## src/rtl/muxn_pipe.sv

```systemverilog
// -----------------------------------------------------------------------------
// muxn_pipe -- pipelined N:1 word multiplexer built as a binary 2:1-mux tree.
//
// The tree has SEL_W = $clog2(NUM_IN) levels. Level k (k = 0 at the leaves)
// uses select bit k, so the LSB of in_sel is consumed first. Each level is
// followed by a register stage holding the partial words, the select bits
// still to be used and a valid bit. The latency from accept to out_valid is
// exactly SEL_W cycles. Leaves beyond NUM_IN are constant zero, so any
// in_sel >= NUM_IN produces out_data = 0.
//
// Handshake: a word is accepted on a cycle with in_valid && in_ready, and a
// result is consumed on a cycle with out_valid && out_ready. Stage k loads
// when it is empty or when stage k+1 loads (the last stage loads when it is
// empty or its result is consumed), so bubbles collapse and the pipe streams
// one word per cycle while out_ready = 1. in_ready is the stage-0 load
// condition, combinational from out_ready, and forced low while rst = 1.
//
// Optional feature: define MUXN_PIPE_OOR_FLAG_EN to add port out_err, a
// per-transaction "select out of range" flag (in_sel >= NUM_IN) captured at
// acceptance and carried alongside the data. It reads 0 whenever
// out_valid = 0 and is constant 0 when NUM_IN is a power of two.
//
// Parameters:
//   WIDTH   bit width of each data word (>= 1)
//   NUM_IN  number of input words (>= 2)
//
// Ports:
//   clk        rising-edge clock
//   rst        synchronous active-high reset (clears valid bits only)
//   in_valid   input transaction present
//   in_ready   block accepts input this cycle
//   in_data    NUM_IN words, word i at bits [i*WIDTH +: WIDTH]
//   in_sel     index of the word to select
//   out_valid  out_data holds a result
//   out_ready  consumer accepts the result
//   out_data   selected word
//   out_err    select was out of range (only with MUXN_PIPE_OOR_FLAG_EN)
// -----------------------------------------------------------------------------
module muxn_pipe #(
    parameter  int WIDTH  = 8,
    parameter  int NUM_IN = 4,
    localparam int SEL_W  = $clog2(NUM_IN)
) (
    input  logic                    clk,
    input  logic                    rst,
    input  logic                    in_valid,
    output logic                    in_ready,
    input  logic [NUM_IN*WIDTH-1:0] in_data,
    input  logic [SEL_W-1:0]        in_sel,
    output logic                    out_valid,
    input  logic                    out_ready,
    output logic [WIDTH-1:0]        out_data
`ifdef MUXN_PIPE_OOR_FLAG_EN
    ,
    output logic                    out_err
`endif
);

    // Number of leaves of the full binary tree.
    localparam int PADDED = 1 << SEL_W;

    // Input words extended with constant-zero leaves up to PADDED words.
    logic [PADDED*WIDTH-1:0] w_in_pad;

    if (PADDED > NUM_IN) begin : g_pad
        assign w_in_pad = {{((PADDED - NUM_IN) * WIDTH){1'b0}}, in_data};
    end else begin : g_nopad
        assign w_in_pad = in_data;
    end

`ifdef MUXN_PIPE_OOR_FLAG_EN
    logic w_oor;

    // With a power-of-two NUM_IN every select value addresses a real word.
    if (PADDED == NUM_IN) begin : g_oor_const
        assign w_oor = 1'b0;
    end else begin : g_oor_cmp
        assign w_oor = (in_sel >= SEL_W'(NUM_IN));
    end
`endif

    for (genvar k = 0; k < SEL_W; k++) begin : g_stage
        localparam int N_IN  = PADDED >> k;     // words entering this level
        localparam int N_OUT = N_IN / 2;        // words leaving this level
        localparam int SR_W  = SEL_W - 1 - k;   // select bits still unused

        logic [N_IN*WIDTH-1:0]  w_words;
        logic                   w_s;
        logic                   w_up_valid;
        logic                   w_load;
        logic [N_OUT*WIDTH-1:0] w_mux;
        logic [N_OUT*WIDTH-1:0] r_words;
        logic                   r_valid;
`ifdef MUXN_PIPE_OOR_FLAG_EN
        logic                   w_up_err;
        logic                   r_err;
`endif

        // Upstream source: the module inputs for level 0, otherwise the
        // register stage of the previous level.
        if (k == 0) begin : g_src_in
            assign w_words    = w_in_pad;
            assign w_s        = in_sel[0];
            assign w_up_valid = in_valid;
`ifdef MUXN_PIPE_OOR_FLAG_EN
            assign w_up_err   = w_oor;
`endif
        end else begin : g_src_prev
            assign w_words    = g_stage[k-1].r_words;
            assign w_s        = g_stage[k-1].g_sel.r_sel[0];
            assign w_up_valid = g_stage[k-1].r_valid;
`ifdef MUXN_PIPE_OOR_FLAG_EN
            assign w_up_err   = g_stage[k-1].r_err;
`endif
        end

        // Bubble-collapsing load: a stage may take new contents when it is
        // empty or when its own contents move downstream this cycle.
        if (k == SEL_W - 1) begin : g_load_last
            assign w_load = ~r_valid | out_ready;
        end else begin : g_load_mid
            assign w_load = ~r_valid | g_stage[k+1].w_load;
        end

        // 2:1 muxes written as ((a ^ b) & s) ^ a: one AND per output bit.
        for (genvar j = 0; j < N_OUT; j++) begin : g_mux
            logic [WIDTH-1:0] w_a;
            logic [WIDTH-1:0] w_b;

            assign w_a = w_words[(2*j)*WIDTH +: WIDTH];
            assign w_b = w_words[(2*j+1)*WIDTH +: WIDTH];
            assign w_mux[j*WIDTH +: WIDTH] = ((w_a ^ w_b) & {WIDTH{w_s}}) ^ w_a;
        end

        always_ff @(posedge clk) begin
            if (rst) begin
                r_valid <= 1'b0;
            end else if (w_load) begin
                r_valid <= w_up_valid;
            end
        end

        // Payload registers are not reset; their content is qualified by
        // r_valid everywhere it is observed.
        always_ff @(posedge clk) begin
            if (w_load) begin
                r_words <= w_mux;
`ifdef MUXN_PIPE_OOR_FLAG_EN
                r_err   <= w_up_err;
`endif
            end
        end

        // Select bits for the levels below; the last stage needs none.
        if (SR_W > 0) begin : g_sel
            logic [SR_W-1:0] r_sel;
            logic [SR_W-1:0] w_sel_nxt;

            if (k == 0) begin : g_sel_in
                assign w_sel_nxt = in_sel[SEL_W-1:1];
            end else begin : g_sel_prev
                assign w_sel_nxt = g_stage[k-1].g_sel.r_sel[SR_W:1];
            end

            always_ff @(posedge clk) begin
                if (w_load) begin
                    r_sel <= w_sel_nxt;
                end
            end
        end
    end

    // Reset blocks acceptance outright so nothing enters a pipe being flushed.
    assign in_ready  = g_stage[0].w_load & ~rst;
    assign out_valid = g_stage[SEL_W-1].r_valid;
    assign out_data  = g_stage[SEL_W-1].r_words;
`ifdef MUXN_PIPE_OOR_FLAG_EN
    assign out_err   = g_stage[SEL_W-1].r_valid & g_stage[SEL_W-1].r_err;
`endif

endmodule

```

## config.mk

```make
export PLATFORM = sky130hd
export DESIGN_NAME = muxn_pipe
export DESIGN_NICKNAME = d
export VERILOG_FILES = /design/src/rtl/muxn_pipe.sv
export SDC_FILE = /design/constraint.sdc
export NUM_CORES = 1
export LEC_CHECK = 0
export BUFFER_PORTS_ARGS = -buffer_cell sky130_fd_sc_hd__clkbuf_2
export CAP_MARGIN = 30
export CORE_ASPECT_RATIO = 1.2
export CORE_UTILIZATION = 30
export CTS_CLUSTER_DIAMETER = 200
export DETAILED_ROUTE_END_ITERATION = 6
export PLACE_DENSITY = 0.53
export SYNTH_ARGS = -nofsm -noshare
export SYNTH_HDL_FRONTEND = slang
export SYNTH_SLANG_ARGS = --single-unit
export TNS_END_PERCENT = 100
```

## constraint.sdc

```tcl
create_clock -name clk -period 2.1 [get_ports clk]
set_clock_uncertainty 0.15 [all_clocks]
set_input_delay 0.42 -clock clk [delete_from_list [all_inputs] [get_ports clk]]
set_output_delay 0.42 -clock clk [all_outputs]
set_load 0.02 [all_outputs]
```

==> flow_summary.toml <==
[status]
status = "completed"

[die]
die_h_um = 70.5
initial_utilization_pct = 31.7
dieWidth_um = 59.1
die-area_um2 = 4160
fp-row-count = 24
core_um2 = 3690
io_pins = 48

[hold_path]
hold_path.class = "in2reg"
min_from = "in_sel[1]"

[global_routing]
grt_util_all_layers_pct = 10.2
grt_pass1_wl_um = 3040
grt_max_degree = 19
antenna_found_initial = 0
grt_pass1_vias = 701
grt_overflow = 0

[route]
drc = 0
drtPass1Iterations = 4
drtAntennaViolNets = 0
wl_um = 1890
drt_iter0_drc = 6
dr_total_vias = 666
routedWlPerCell_um = 11.7
post_drt_via_cell_ratio = 4.11

[sta]
setup_viol = 0
worstMarginPinSlew_ns = 0.500
slew_headroom_pct = 66.7
max_freq_mhz = 621
hold_viol = 0
layout_setup_ws_ns = 0.489
rsz0062_at_grt = "no"
period_share_pct = 76.7
maxSlewViolCount = 0
setup-tns-final_ns = 0
min_period_ns = 1.61

[synthesis]
async_reset_ff_share_pct = 0
yosys_warnings = 0
synth_cells = 61
netlist_top_cells_count = "edfxtp_1 (25), mux2_2 (14), mux2_4 (10)"
syn_area_um2 = 1170
synth-seq-cells = 27
yosysUniqueCellTypes = 12
synth_edf_count = 25
syn_nets = 99
synth.area.top_cells = "edfxtp_1 (64%), mux2_2 (13%), mux2_4 (13%)"
synthFlopType = "edfxtp_1"
synth_area_leader_cell = "edfxtp_1"
synth_top_area_share_pct = 64.0
yosysMostFrequentCell = "edfxtp_1"
avgSynthCellArea_um2 = 19.2
synth-seq-area-share_pct = 67.4

[worst_setup_path]
cp-start-kind = "register"
crit_required_ns = 1.53
critical_path_class = "reg2out"
r2r-start = "g_stage[0].g_sel.r_sel"
crit_path_max_fanout = 3
cp.arrival_ns = 1.04
endpoint_kind = "primary output"
critPathLaunch = "out_valid"

[power]
ir_drop_v = 0.000228
p_per_area_nw_per_um2 = 734
leakage_nw = 0.655

[clocking]
post_cts_buffers = 0
clockBufferDepth = 2
clock_latency_ns = 0.27
htree_levels = 1
cts_made_buffers = 3
ctsResizeCount = 0
clock-sinks = 27
cts_tree = "yes"
root_buffer = "clkbuf_8"
clk_pin_slew_ns = 0.08
cts_hold_buf = 0

[finish]
post-route-util_pct = 40.3
num-fill-cells = 366
fin_cells = 162
nets = 149
area_delta_synth_final_pct = 27.0
multi_input_area_um2 = 338
regArea_um2 = 791
layout-drive-gt1-share_pct = 68.2
antenna-diode-count = 0

[placement]
place.gp.congestion = 0.782
dp.cells = 158
pre_cts_ws_ns = 0.450
hpwl_um = 1430
portBuffers = 47

[run]
drv_cap = 0
[worst max-delay path, cell delays in order, from the launching register on]
cell and delay [ns]:
dfxtp_1 0.33, nand3b_1 0.11, nor2b_1 0.16, clkbuf_2 0.18
[placed cells by master (no fill, tap or decap)]
cell type | Yosys | routed
clkbuf_1 | 0 | 1
dfxtp_1 | 2 | 2
clkbuf_2 | 0 | 47
mux2_2 | 14 | 14
nand3b_1 | 1 | 1
nand2b_1 | 1 | 1
nor2b_1 | 1 | 1
clkbuf_8 | 0 | 3
a21oi_1 | 2 | 2
edfxtp_1 | 25 | 25
inv_1 | 2 | 2
buf_4 | 0 | 1
mux2_4 | 10 | 10
[layout make-up]
class                           count  area share [%]
Sequential cell                    27            53.1
Clock buffer                        4            3.03
Tap cell                           52            4.37
Multi-Input combinational cell     29            22.7
Timing Repair Buffer               48            16.3
Inverter                            2           0.504
[report_power, final]
group / internal [W] / switching (W)
clock network: 0.000136 / 0.000148
logic: 0.0000850 / 0.0000653
registers: 0.000642 / 0.0000161
total: 0.000863 / 0.000230
[registers in the layout (all words and copies together) (netlist names)]
name / flops
out_valid: 1
g_stage.g_sel.r_sel: 1
out_data: 8
g_stage.r_words: 16
g_stage.r_valid: 1
[cell families after synthesis]
logic type | share of synthesized area, %
DFF | 67.4
muxes | 26.3
buffers and inverters | 3.74
and+or+nand+nor | 1.71
AOI/OAI and AO/OA | 0.854
[stage by stage]
stage                     power [W]  instance area [um2]  hold WS [ns]
after floorplan            0.000765                 1170         0.270
after global routing        0.00115                 1490         0.155
final                       0.00109                 1490         0.177
after detailed placement   0.000825                 1440         0.288
after global placement     0.000820                 1440         0.284
after CTS                   0.00111                 1490         0.169
[routing by layer]
layer	vias up	wire, um	GRT usage, %
li1	328	-	-
met1	312	640	9.82
met2	22	1100	18.8
met3	4	107	2.41
met4	0	43	6.35
met5	-	0	0
[worst paths after layout]
| kind | slack, ns | end | cells after the start |
|---|---|---|---|
| worst max register to register | 0.76 | out_data[4] | 1 |
| worst min register to register | 0.30 | out_valid | 2 |
| worst min-delay path | 0.18 | g_stage[0].g_sel.r_sel | 1 |
| worst max-delay path | 0.49 | in_ready | 3 |
Power figures use the tool's default switching activity.
